===== src/rtl/mem_arb_pkg.sv =====
// Shared types and helpers for the instruction/data memory port arbiter.
//   owner_e   : which requester owns the read data returning next cycle
//   tag_t     : registered response tag (owner + out-of-range flag)
//   in_range  : word-address bounds check against a byte-sized memory
package mem_arb_pkg;

  localparam int unsigned WORD_ADDR_W = 30;
  localparam int unsigned DATA_W      = 32;
  localparam int unsigned BE_W        = DATA_W / 8;

  typedef enum logic [1:0] {
    OWN_NONE,
    OWN_INSTR,
    OWN_DATA
  } owner_e;

  typedef struct packed {
    owner_e owner;
    logic   err;
  } tag_t;

  localparam tag_t TAG_IDLE = '{owner: OWN_NONE, err: 1'b0};

  // True when the word address falls inside a memory of 'size' bytes.
  function automatic logic in_range(input logic [WORD_ADDR_W-1:0] addr,
                                    input int unsigned            size);
    return (32'(addr) < (size >> 2));
  endfunction

endpackage


===== src/rtl/mem_port_arbiter_if.sv =====
// Bus bundle between the core's fetch/load-store ports, the arbiter and the
// unified single-port memory.
//   i_*   : instruction-fetch request/response
//   d_*   : load/store request/response
//   mem_* : memory-side enables, addresses, write data and read data
// Modports: slave = arbiter view, master = core + memory (environment) view.
interface mem_port_arbiter_if;
  import mem_arb_pkg::*;

  // Fetch port
  logic                   i_req;
  logic [WORD_ADDR_W-1:0] i_addr;
  logic                   i_flush;
  logic                   i_gnt;
  logic                   i_rvalid;
  logic [DATA_W-1:0]      i_rdata;
  logic                   i_err;

  // Load/store port
  logic                   d_req;
  logic                   d_we;
  logic [WORD_ADDR_W-1:0] d_addr;
  logic [DATA_W-1:0]      d_wdata;
  logic [BE_W-1:0]        d_be;
  logic                   d_gnt;
  logic                   d_rvalid;
  logic [DATA_W-1:0]      d_rdata;
  logic                   d_err;

  // Memory side
  logic                   mem_read_ready;
  logic                   mem_write_ready;
  logic [WORD_ADDR_W-1:0] mem_read_address;
  logic [WORD_ADDR_W-1:0] mem_write_address;
  logic [DATA_W-1:0]      mem_write_data;
  logic [BE_W-1:0]        mem_write_byte;
  logic [DATA_W-1:0]      mem_read_data;

  modport slave (
    input  i_req, i_addr, i_flush,
    output i_gnt, i_rvalid, i_rdata, i_err,
    input  d_req, d_we, d_addr, d_wdata, d_be,
    output d_gnt, d_rvalid, d_rdata, d_err,
    output mem_read_ready, mem_write_ready, mem_read_address,
    output mem_write_address, mem_write_data, mem_write_byte,
    input  mem_read_data
  );

  modport master (
    output i_req, i_addr, i_flush,
    input  i_gnt, i_rvalid, i_rdata, i_err,
    output d_req, d_we, d_addr, d_wdata, d_be,
    input  d_gnt, d_rvalid, d_rdata, d_err,
    input  mem_read_ready, mem_write_ready, mem_read_address,
    input  mem_write_address, mem_write_data, mem_write_byte,
    output mem_read_data
  );

endinterface


===== src/rtl/mem_port_arbiter.sv =====
// Shares one single-port, byte-enabled, synchronous-read memory between the
// instruction-fetch and load/store ports. Data wins arbitration unless a
// pending fetch has lost STARVE_LIMIT times in a row. The owner of next
// cycle's read data is tagged so the registered memory output is routed back
// to the right requester; out-of-range accesses are granted but never reach
// the memory and answer with err=1, rdata=0.
// Ports:
//   clk   : clock
//   rst_n : synchronous active-low reset
//   bus   : mem_port_arbiter_if.slave (fetch, load/store and memory signals)
module mem_port_arbiter
  import mem_arb_pkg::*;
#(
  parameter int unsigned MEM_SIZE     = 4096,
  parameter int unsigned STARVE_LIMIT = 4
) (
  input  logic                clk,
  input  logic                rst_n,
  mem_port_arbiter_if.slave   bus
);

  localparam int unsigned CNT_W = $clog2(STARVE_LIMIT + 1);
  localparam logic [CNT_W-1:0] LIMIT = CNT_W'(STARVE_LIMIT);

  // Elaboration-time parameter sanity
  if ((MEM_SIZE < 4) || ((MEM_SIZE & (MEM_SIZE - 1)) != 0)) begin : g_bad_mem_size
    $error("mem_port_arbiter: MEM_SIZE must be a power of two >= 4");
  end
  if (STARVE_LIMIT < 1) begin : g_bad_starve_limit
    $error("mem_port_arbiter: STARVE_LIMIT must be >= 1");
  end

  logic [CNT_W-1:0]       starve_q, starve_d;
  tag_t                   tag_q, tag_d;

  logic                   force_i;
  logic                   i_gnt_w;
  logic                   d_gnt_w;
  logic                   accept;
  logic                   accept_ok;
  logic [WORD_ADDR_W-1:0] sel_addr;
  logic                   i_own;
  logic                   d_own;

  // Arbitration: data first, fetch forced through once the counter saturates.
  // Grants are held low during reset.
  always_comb begin
    force_i   = 1'b0;
    i_gnt_w   = 1'b0;
    d_gnt_w   = 1'b0;
    accept    = 1'b0;
    accept_ok = 1'b0;
    sel_addr  = bus.d_addr;

    force_i   = bus.i_req & bus.d_req & (starve_q == LIMIT);
    i_gnt_w   = rst_n & bus.i_req & (~bus.d_req | force_i);
    d_gnt_w   = rst_n & bus.d_req & ~force_i;
    accept    = i_gnt_w | d_gnt_w;
    if (i_gnt_w) begin
      sel_addr = bus.i_addr;
    end
    accept_ok = accept & in_range(sel_addr, MEM_SIZE);
  end

  // Starvation counter: counts consecutive lost cycles of a pending fetch.
  always_comb begin
    starve_d = '0;
    if (bus.i_req && !i_gnt_w) begin
      starve_d = (starve_q == LIMIT) ? LIMIT : starve_q + CNT_W'(1);
    end
  end

  // Response tag: a fetch accepted under flush is dropped at the source.
  always_comb begin
    tag_d = TAG_IDLE;
    if (i_gnt_w) begin
      tag_d.owner = bus.i_flush ? OWN_NONE : OWN_INSTR;
    end else if (d_gnt_w) begin
      tag_d.owner = OWN_DATA;
    end
    tag_d.err = accept & ~accept_ok;
  end

  // State registers
  always_ff @(posedge clk) begin
    if (!rst_n) begin
      starve_q <= '0;
      tag_q    <= TAG_IDLE;
    end else begin
      starve_q <= starve_d;
      tag_q    <= tag_d;
    end
  end

  // Memory drive; write shares the read address so a store returns the merged word.
  assign bus.i_gnt             = i_gnt_w;
  assign bus.d_gnt             = d_gnt_w;
  assign bus.mem_read_ready    = accept_ok;
  assign bus.mem_write_ready   = accept_ok & d_gnt_w & bus.d_we;
  assign bus.mem_read_address  = sel_addr;
  assign bus.mem_write_address = bus.d_addr;
  assign bus.mem_write_data    = bus.d_wdata;
  assign bus.mem_write_byte    = bus.d_be;

  // Response routing; non-owner rdata simply mirrors the memory output.
  assign i_own = rst_n & (tag_q.owner == OWN_INSTR);
  assign d_own = rst_n & (tag_q.owner == OWN_DATA);

  assign bus.i_rvalid = i_own & ~bus.i_flush;
  assign bus.i_err    = i_own & ~bus.i_flush & tag_q.err;
  assign bus.i_rdata  = (i_own && tag_q.err) ? '0 : bus.mem_read_data;

  assign bus.d_rvalid = d_own;
  assign bus.d_err    = d_own & tag_q.err;
  assign bus.d_rdata  = (d_own && tag_q.err) ? '0 : bus.mem_read_data;

endmodule


===== src/flat_wrapper.sv =====
// flat-port wrapper written by rule: the top's interface ports become plain ports
module mem_port_arbiter_flat import mem_arb_pkg::*;
#(
  parameter int unsigned MEM_SIZE     = 4096,
  parameter int unsigned STARVE_LIMIT = 4
)
  (clk, rst_n, bus_i_req, bus_i_addr, bus_i_flush, bus_i_gnt, bus_i_rvalid, bus_i_rdata, bus_i_err, bus_d_req, bus_d_we, bus_d_addr, bus_d_wdata, bus_d_be, bus_d_gnt, bus_d_rvalid, bus_d_rdata, bus_d_err, bus_mem_read_ready, bus_mem_write_ready, bus_mem_read_address, bus_mem_write_address, bus_mem_write_data, bus_mem_write_byte, bus_mem_read_data);
  mem_port_arbiter_if bus_i ();
  input  logic clk;
  input  logic rst_n;
  input wire logic [$bits(bus_i.i_req)-1:0] bus_i_req;
  input wire logic [$bits(bus_i.i_addr)-1:0] bus_i_addr;
  input wire logic [$bits(bus_i.i_flush)-1:0] bus_i_flush;
  output wire logic [$bits(bus_i.i_gnt)-1:0] bus_i_gnt;
  output wire logic [$bits(bus_i.i_rvalid)-1:0] bus_i_rvalid;
  output wire logic [$bits(bus_i.i_rdata)-1:0] bus_i_rdata;
  output wire logic [$bits(bus_i.i_err)-1:0] bus_i_err;
  input wire logic [$bits(bus_i.d_req)-1:0] bus_d_req;
  input wire logic [$bits(bus_i.d_we)-1:0] bus_d_we;
  input wire logic [$bits(bus_i.d_addr)-1:0] bus_d_addr;
  input wire logic [$bits(bus_i.d_wdata)-1:0] bus_d_wdata;
  input wire logic [$bits(bus_i.d_be)-1:0] bus_d_be;
  output wire logic [$bits(bus_i.d_gnt)-1:0] bus_d_gnt;
  output wire logic [$bits(bus_i.d_rvalid)-1:0] bus_d_rvalid;
  output wire logic [$bits(bus_i.d_rdata)-1:0] bus_d_rdata;
  output wire logic [$bits(bus_i.d_err)-1:0] bus_d_err;
  output wire logic [$bits(bus_i.mem_read_ready)-1:0] bus_mem_read_ready;
  output wire logic [$bits(bus_i.mem_write_ready)-1:0] bus_mem_write_ready;
  output wire logic [$bits(bus_i.mem_read_address)-1:0] bus_mem_read_address;
  output wire logic [$bits(bus_i.mem_write_address)-1:0] bus_mem_write_address;
  output wire logic [$bits(bus_i.mem_write_data)-1:0] bus_mem_write_data;
  output wire logic [$bits(bus_i.mem_write_byte)-1:0] bus_mem_write_byte;
  input wire logic [$bits(bus_i.mem_read_data)-1:0] bus_mem_read_data;
  assign bus_i.i_req = bus_i_req;
  assign bus_i.i_addr = bus_i_addr;
  assign bus_i.i_flush = bus_i_flush;
  assign bus_i_gnt = bus_i.i_gnt;
  assign bus_i_rvalid = bus_i.i_rvalid;
  assign bus_i_rdata = bus_i.i_rdata;
  assign bus_i_err = bus_i.i_err;
  assign bus_i.d_req = bus_d_req;
  assign bus_i.d_we = bus_d_we;
  assign bus_i.d_addr = bus_d_addr;
  assign bus_i.d_wdata = bus_d_wdata;
  assign bus_i.d_be = bus_d_be;
  assign bus_d_gnt = bus_i.d_gnt;
  assign bus_d_rvalid = bus_i.d_rvalid;
  assign bus_d_rdata = bus_i.d_rdata;
  assign bus_d_err = bus_i.d_err;
  assign bus_mem_read_ready = bus_i.mem_read_ready;
  assign bus_mem_write_ready = bus_i.mem_write_ready;
  assign bus_mem_read_address = bus_i.mem_read_address;
  assign bus_mem_write_address = bus_i.mem_write_address;
  assign bus_mem_write_data = bus_i.mem_write_data;
  assign bus_mem_write_byte = bus_i.mem_write_byte;
  assign bus_i.mem_read_data = bus_mem_read_data;
  mem_port_arbiter #(.MEM_SIZE(MEM_SIZE), .STARVE_LIMIT(STARVE_LIMIT)) u_core (.clk(clk), .rst_n(rst_n), .bus(bus_i));
endmodule

===== config.mk =====
export PLATFORM = sky130hd
export DESIGN_NAME = mem_port_arbiter_flat
export DESIGN_NICKNAME = d
export VERILOG_FILES = /design/src/rtl/mem_arb_pkg.sv /design/src/rtl/mem_port_arbiter_if.sv /design/src/rtl/mem_port_arbiter.sv /design/src/flat_wrapper.sv
export SDC_FILE = /design/constraint.sdc
export NUM_CORES = 1
export LEC_CHECK = 0
export BUFFER_PORTS_ARGS = -buffer_cell sky130_fd_sc_hd__buf_2
export CAP_MARGIN = 15
export CORE_AREA = 4 4 114 116
export CTS_BUF_LIST = sky130_fd_sc_hd__clkbuf_8
export CTS_CLUSTER_DIAMETER = 120
export DETAILED_ROUTE_END_ITERATION = 10
export DIE_AREA = 0 0 118 120
export GPL_ROUTABILITY_DRIVEN = 0
export HOLD_SLACK_MARGIN = 0.1
export MAX_ROUTING_LAYER = met4
export PLACE_DENSITY = 0.6
export SYNTH_ARGS = -nofsm -noshare
export SYNTH_HDL_FRONTEND = slang
export SYNTH_SLANG_ARGS = --single-unit

===== constraint.sdc =====
create_clock -name clk -period 2.4 [get_ports clk]
set_input_delay 0.48 -clock clk [delete_from_list [all_inputs] [get_ports clk]]
set_output_delay 0.48 -clock clk [all_outputs]
set_load 0.1 [all_outputs]

Yosys cells after proc, flatten, opt, wreduce, memory -nomap -nowiden
Index checks and enable logic that the tools add are counted.
Storage, ports and cells
  output and inout bits: 168
  register bits after elaboration: 6
  word-level logic and storage cells: 45
  input port bits: 134
Cells by class
  mux-type cells: 7
  reduce and logical (&&, ||, !) cells: 6
  $lt $le $gt $ge: 1
  bitwise logic cells: 23
  equal/unequal tests: 3
  add/subtract/negate cells: 1
Operators with widths (count)
  two-way mux 32 bit: 2
  less-than comparator 30 x 11 -> 1 bit, second input constant: 1
  two-way mux 30 bit: 1
  bitwise AND 1 bit: 15
  NOT 1 bit: 6
  two-way mux 2 bit: 2
  adder 3 x 1 -> 3 bit, second input constant: 1
  equality test 3 bit, second input constant: 1
  logical AND 1 bit: 3
  two-way mux 3 bit: 1
  OR reduction 3 bit: 1
  equality test 2 x 1 -> 1 bit, second input constant: 1
  equality test 2 bit, second input constant: 1
  bitwise OR 1 bit: 2
  AND reduction 2 bit: 1
  logical NOT 1 bit: 1
  two-way mux 1 bit: 1

Logic depth before layout (Yosys ltp)
Gate-level depths: netlist of run 1.
  word-level depth: 9
  gate-level depth with buffers: 6
  mapped depth without buffers: 6

Worst setup path after synthesis of run 1
OpenSTA, ideal clock, no wires.
  kind: flip-flop to output port
  from: reg u_core.starve_q[0]
  to: out bus_mem_write_ready
  arrival: 4.606 ns
  path buffers: 0
  slack: -2.686 ns
  stages on the path, launching flop included: 6
  data required time: 1.920 ns
  path through: dfxtp_1 inv_1 ha_1 a31oi_1 nand2_1 nor3_1
Between the ends
  elaborated cells between the ends (all ways): 12
RTL lines
  start: declaration: line mem_port_arbiter.sv:33  | logic [CNT_W-1:0] starve_q, starve_d;
  start signal: assignment: line mem_port_arbiter.sv:90  | starve_q <= starve_d;
  equality test 3 bit (*): line mem_port_arbiter.sv:55  | force_i = bus.i_req & bus.d_req & (starve_q == LIMIT);
  bitwise AND 1 bit (*): line mem_port_arbiter.sv:55
  NOT 1 bit (*): line mem_port_arbiter.sv:57  | d_gnt_w = rst_n & bus.d_req & ~force_i;
  bitwise AND 1 bit (*): line mem_port_arbiter.sv:57
  net bus_d_gnt: line flat_wrapper.sv:23  | output wire logic [$bits(bus_i.d_gnt)-1:0] bus_d_gnt;
  bitwise OR 1 bit: line mem_port_arbiter.sv:58  | accept = i_gnt_w | d_gnt_w;
  bitwise AND 1 bit: line mem_port_arbiter.sv:62  | accept_ok = accept & in_range(sel_addr, MEM_SIZE);
  bitwise AND 1 bit (*) (2 in series): line mem_port_arbiter.sv:99  | assign bus.mem_write_ready = accept_ok & d_gnt_w & bus.d_we;
  end: declaration: line flat_wrapper.sv:28  | output wire logic [$bits(bus_i.mem_write_ready)-1:0] bus_mem_write_ready;
Mark *: on every way through the listed nets, which the timed path passes. The rest lies on a longest branch.

Worst setup path in the final report of run 1
  from: in bus_i_addr[13]
  to: out bus_mem_read_ready
Between the ends
  word-level cells in the longest chain between the ends: 3
RTL lines
  start: declaration: line flat_wrapper.sv:12  | input wire logic [$bits(bus_i.i_addr)-1:0] bus_i_addr;
  two-way mux 30 bit: line mem_port_arbiter.sv:59  | if (i_gnt_w) begin
  less-than comparator 30 x 11 -> 1 bit: line mem_arb_pkg.sv:27  | return (32'(addr) < (size >> 2));
  bitwise AND 1 bit: line mem_port_arbiter.sv:62
  end: declaration: line flat_wrapper.sv:27  | output wire logic [$bits(bus_i.mem_read_ready)-1:0] bus_mem_read_ready;
No other way between the ends.

==> results of run 1 <==
## per-layer routing
| layer | GRT usage, % | wire length (µm) | up-vias |
|---|---|---|---|
| li1 | - | - | 1009 |
| met1 | 11.3 | 2960 | 944 |
| met2 | 22.3 | 4610 | 192 |
| met3 | 3.25 | 883 | 8 |
| met4 | 2.56 | 119 | 0 |
| met5 | - | 0 | - |
## layout by cell type, fill, tap and decap left out, types with 3 or more instances in the layout
cell | Yosys | routed
buf_2 | 3 | 127
and2_2 | 0 | 29
mux2_2 | 30 | 30
clkbuf_8 | 0 | 3
nor2_1 | 8 | 5
and2_1 | 64 | 35
dfxtp_1 | 6 | 6
nand2_1 | 9 | 9
nor4_1 | 9 | 7
buf_6 | 0 | 3
buf_12 | 0 | 71
buf_4 | 66 | 42
## worst max-delay path, stage by stage
cell and delay (ns):
buf_6 0.09, or4_4 0.52, nor4_2 0.22, buf_4 0.15
a2bb2o_4 0.11, and2b_2 0.17, buf_12 0.17
## registers in the layout (all words and copies together), names as in the netlist
register	flops
u_core.tag_q	3
u_core.starve_q	3
## cells in the mapped netlist, drive strengths merged
cell type / instances / share of area [%]
mux2: 30 / 20
and2: 64 / 24
o21ai: 1 / 0.30
nor2: 8 / 1.8
nand2: 9 / 2.0
inv: 3 / 0.68
or4: 2 / 0.91
clkbuf: 6 / 1.4
a21boi: 1 / 0.68
dfxtp: 6 / 7.3
a2bb2o: 1 / 0.61
a31oi: 2 / 0.76
nand3: 1 / 0.30
and3: 2 / 0.76
nor4: 9 / 3.4
ha: 2 / 1.5
and2b: 1 / 0.45
buf: 69 / 31
nor3: 4 / 1.2
o211ai: 1 / 0.45
## stage by stage
step,util [%],TNS [ns],cells,instance area [µm²]
after global routing,32.6,-0.0370,540,3880
after floorplan,-,-0.336,222,1740
after global placement,31.0,-0.110,536,3690
final,32.6,0,540,3880
after detailed placement,31.0,-0.0959,536,3690
after CTS,32.3,-0.0124,539,3850
## kinds of logic after synthesis
logic type	count (synthesis)
buffers and inverters	78
and+or+nand+nor	100
muxes	30
AOI/OAI and AO/OA	6
adders and majority gates	2
DFF	6
## layout make-up
| type | instances | share of cell area [%] |
|---|---|---|
| Sequential cell | 6 | 3.09 |
| Clock buffer | 3 | 1.06 |
| Multi-Input combinational cell | 138 | 28.7 |
| Inverter | 3 | 0.387 |
| Tap cell | 147 | 4.74 |
| Timing Repair Buffer | 243 | 62.0 |
## how the worst max path moves through the flow
stage,from,to,slack (ns),cells after the start
floorplan,u_core.starve_q[0],bus_mem_write_ready,-0.34,5
CTS,bus_i_addr[10],bus_mem_read_ready,-0.01,7
global route,bus_i_addr[13],bus_mem_read_ready,-0.04,7
finish,bus_i_addr[13],bus_mem_read_ready,0.005,7
detailed placement,bus_i_addr[12],bus_mem_read_ready,-0.1,7
global placement,bus_i_addr[12],bus_mem_read_ready,-0.11,7
## repair_timing
action,in CTS,in global routing
cloned,0,0
setup endpoints to repair,31,31
pin swaps,3,4
resized for setup,37,5
setup buffers,0,1
## power by group through the flow
stage / logic, W / clock network, W / registers [W]
2_1_floorplan: 0.00140 / 0 / 0.000107
5_1_grt: 0.00164 / 0.000158 / 0.000106
3_3_place_gp: 0.00157 / 0 / 0.000107
6_report: 0.00160 / 0.000145 / 0.000106
3_5_place_dp: 0.00158 / 0 / 0.000108
4_1_cts: 0.00161 / 0.000149 / 0.000106
==> results_dict.tcl, run 1 <==
set metrics [dict create \
    skew_ns 0.000201 \
    rows 40 \
    hold_class "in2reg" \
    synthSimpleGateAreaFrac_pct 35.1 \
    grt_pass1_wl_mm 12.5 \
    track_usage_pct 11.5 \
    port_buffers 229 \
    fill_cells 1238 \
    timing.rr.start "u_core.starve_q[0]" \
    setup_ws_ns 0.00462 \
    core-area_um2 11900 \
    synth_nets 358 \
    hold_violations 0 \
    drv_cap 0 \
    power_leakage_nw 1.84 \
    r2r_cells 7 \
    syn_area_um2 1650 \
    switching_power_w 0.00119 \
    synth_seq_area_share_pct 7.26 \
    fp.dieW_um 118 \
    maxSlewViolCount 0 \
    holdPathStages 2 \
    cts_tree "done" \
    worstMarginPinSlew_ns 0.526 \
    rsz0062_at_grt "yes" \
    powerDensity_nw_per_um2 477 \
    cts-htree-levels 1 \
    cp.arrival_ns 1.92 \
    r2r-end "u_core.tag_q[0]" \
    fin_crit_sh_pct 99.8 \
    avgSynthCellArea_um2 7.45 \
    grt_pass1_vias 2272 \
    regArea_um2 120 \
    comb_power_share_pct 86.4 \
    hold_start "bus_i_flush" \
    initial_core_util_pct 13.9 \
    p_clk_share_pct 7.8 \
    cts_root_buffer "clkbuf_8" \
    grt_antenna_before_repair 0 \
    ys_types 21 \
    sw_frac_of_total_pct 64.2 \
    hold_end "u_core.tag_q[1]" \
    synthAdderAreaFrac_pct 1.51 \
    viasPerCell 3.99 \
    nets 531 \
    synthXorXnorAreaFrac_pct 0 \
    synthMuxAreaShare_pct 20.4 \
    finalSetupViolations 0 \
    clk_latency_ns 0.21 \
    drt_wl_total_mm 8.58 \
    clock_sinks 6 \
    io_pins 302 \
    pwr-share-seq_pct 5.7 \
    worst-path-max-fanout 2 \
    die_h_um 120 \
    relSlewSlack_pct 65.2 \
    drt_iter0_drc 71 \
    syn_to_final_growth_pct 135 \
    antenna_cells 0 \
    drive_above_1_share_pct 81.4 \
    synth_top_family_by_area "simple AND/OR/NAND/NOR gates" \
    ir_drop_mv 0.248 \
    fp.dieArea_um2 14200 \
    clock_path_buffers 2 \
    reg2reg_slack_ns 1.00 \
    finalWorstPathRequiredPeriod_ns 2.40 \
    synth-compound-area-share_pct 2.80 \
    path_clk_slew_ns 0.03 \
    whs_ns 0.507 \
    via_count 2153 \
    internal-power_w 0.000663 \
    dp_hpwl_mm 7.98 \
    syn_inst 222 \
    end_kind "output pin" \
    grt_overflow 0 \
    yosys_warnings 0 \
    ctsHoldBuffers 0 \
    finalPower_w 0.00185 \
    synth_seq_cells 6 \
    wl_per_cell_um 15.9 \
    first_pass_iters 4 \
    drt.antenna.violating_nets 0 \
    drc 0 \
    dp_slack_ns -0.0959 \
    multi_input_area_um2 1120 \
    crit_type "in2out" \
    start_kind "primary input" \
    required_ns 1.92 \
    cts_made_buffers 3 \
    grt_max_degree 34 \
    outcome "finished clean" \
    clock.fmax_ghz 0.417 \
]
No activity file was read; power rests on OpenSTA's default activity.
==> run 2, diff against run 1 <==
CORE_AREA = 3 3 116 118   (was 4 4 114 116)
CTS_CLUSTER_DIAMETER = 30   (was 120)
DIE_AREA = 0 0 119 121   (was 0 0 118 120)
PLACE_DENSITY = 0.58   (was 0.6)
==> run 2 against run 1 <==
Cell area up 3.3%. Fmax up 1.6%. Power rose by 1.6%. Largest cell class unchanged. Highest routed layer unchanged.
==> results_dict.tcl, run 2 (same netlist as run 1, synthesis figures left out) <==
set metrics [dict create \
    outcome "finished clean" \
    internal-power_w 0.000683 \
    power_leakage_nw 1.88 \
    antenna_cells 0 \
    start_kind "primary input" \
    clk_latency_ns 0.22 \
    dp_slack_ns -0.168 \
    cts_tree "done" \
    p_clk_share_pct 8.1 \
    grt_overflow 0 \
    hold_violations 0 \
    finalPower_w 0.00188 \
    clock.fmax_ghz 0.424 \
    drc 0 \
    ir_drop_mv 0.236 \
    layout_common_cells "129 x buf_2, 75 x buf_12, 35 x and2_1, 30 x mux2_2, 29 x and2_2" \
    relSlewSlack_pct 66.0 \
    wl_per_cell_um 15.3 \
    drt_wl_total_mm 8.64 \
    fp.dieW_um 119 \
    grt_pass1_wl_mm 12.2 \
    cts_made_buffers 3 \
    crit_path_cell_trace "buf_2, or4_4, nor4_4, a2bb2o_4, and2b_2, buf_12" \
    comb_power_share_pct 86.3 \
    drt_iter0_drc 66 \
    grt_antenna_before_repair 0 \
    worst-path-max-fanout 2 \
    setup_ws_ns 0.0433 \
    grt_pass1_vias 2240 \
    drt.antenna.violating_nets 0 \
    die_h_um 121 \
    fill_cells 1312 \
    clock_path_buffers 2 \
    final_common_cell "buf_2" \
    powerDensity_nw_per_um2 469 \
    fp.dieArea_um2 14400 \
    grt_max_degree 34 \
    finalSetupViolations 0 \
    first_pass_iters 4 \
    ctsHoldBuffers 0 \
    viasPerCell 3.85 \
    maxSlewViolCount 0 \
    worstMarginPinSlew_ns 0.514 \
    instances_no_fill 565 \
    cts_root_buffer "clkbuf_8" \
    placed_cells 563 \
    multi_input_area_um2 1120 \
    finalWorstPathRequiredPeriod_ns 2.36 \
    required_ns 1.92 \
    end_kind "output pin" \
    final.setup.tns_ns 0 \
    track_usage_pct 11.1 \
    post-cts-setup-buffers 0 \
    via_count 2177 \
    skew_ns 0.00306 \
    io_pins 302 \
    drv_cap 0 \
    switching_power_w 0.00120 \
    core-area_um2 12600 \
    regArea_um2 120 \
    syn_to_final_growth_pct 143 \
    dp_hpwl_mm 7.83 \
    cts-htree-levels 1 \
    cp.arrival_ns 1.88 \
    final_area_um2 4010 \
    critical-path-slowest-cell "or4_4" \
    path_clk_slew_ns 0.04 \
    placed_cell_area_um2 3800 \
    fin_crit_sh_pct 98.2 \
    clock_sinks 6 \
    port_buffers 229 \
    nets 531 \
    pwr-share-seq_pct 5.6 \
    hold_class "reg2reg" \
    sw_frac_of_total_pct 63.7 \
    drive_above_1_share_pct 81.4 \
    crit_type "in2out" \
    reg_top3 "u_core.starve_q (3), u_core.tag_q (3)" \
    max_stage_delay_ns 0.55 \
    rows 41 \
    initial_core_util_pct 13.2 \
]
==> run 2: routing by layer <==
| metal | up-vias | GRT usage (%) | share of wire [%] |
|---|---|---|---|
| li1 | 1006 | - | - |
| met1 | 979 | 10.4 | 33 |
| met2 | 188 | 22.6 | 55 |
| met3 | 4 | 2.98 | 12 |
| met4 | 0 | 1.96 | 0.53 |
| met5 | - | - | 0 |
==> run 2: final timing paths <==
path | from | end | slack [ns] | depth (start not counted)
max | bus_i_addr[12] | bus_mem_read_ready | 0.04 | 6
min | u_core.starve_q[0] | u_core.starve_q[0] | 0.51 | 2
max reg2reg | u_core.starve_q[0] | u_core.tag_q[0] | 0.99 | 6
min reg2reg | u_core.starve_q[0] | u_core.starve_q[0] | 0.51 | 2
==> run 2: metrics by stage <==
stage                     hold WS [ns]  utilization [%]
after floorplan                  0.417                -
after global placement           0.495             30.2
after detailed placement         0.502             30.2
after CTS                        0.507             31.4
after global routing             0.531             31.9
final                            0.505             31.9
==> run 2: layout make-up <==
class | instances | area share [%]
repair buffers | 243 | 62.2
multi-input cells | 138 | 28.0
well taps | 172 | 5.36
flip-flops and latches | 6 | 2.99
clock buffers | 3 | 1.03
inverters | 3 | 0.374
==> run 2: timing repair <==
action	in CTS	in global routing
setup endpoints to repair	29	31
gates resized for setup	35	16
pin swaps	3	2
cloned	0	0
==> run 2: power groups by stage <==
stage / clock, W / sequential, W / combinational, W
after detailed placement: 0 / 0.000107 / 0.00159
after global routing: 0.000163 / 0.000106 / 0.00166
after global placement: 0 / 0.000107 / 0.00158
after floorplan: 0 / 0.000107 / 0.00140
final: 0.000151 / 0.000106 / 0.00162
after CTS: 0.000157 / 0.000106 / 0.00162
==> run 2: worst max-delay path, delay by kind of cell <==
family          cells  cell delay (ns)
compound gates      1             0.16
buf+inv             2             0.28
simple gates        3             0.95
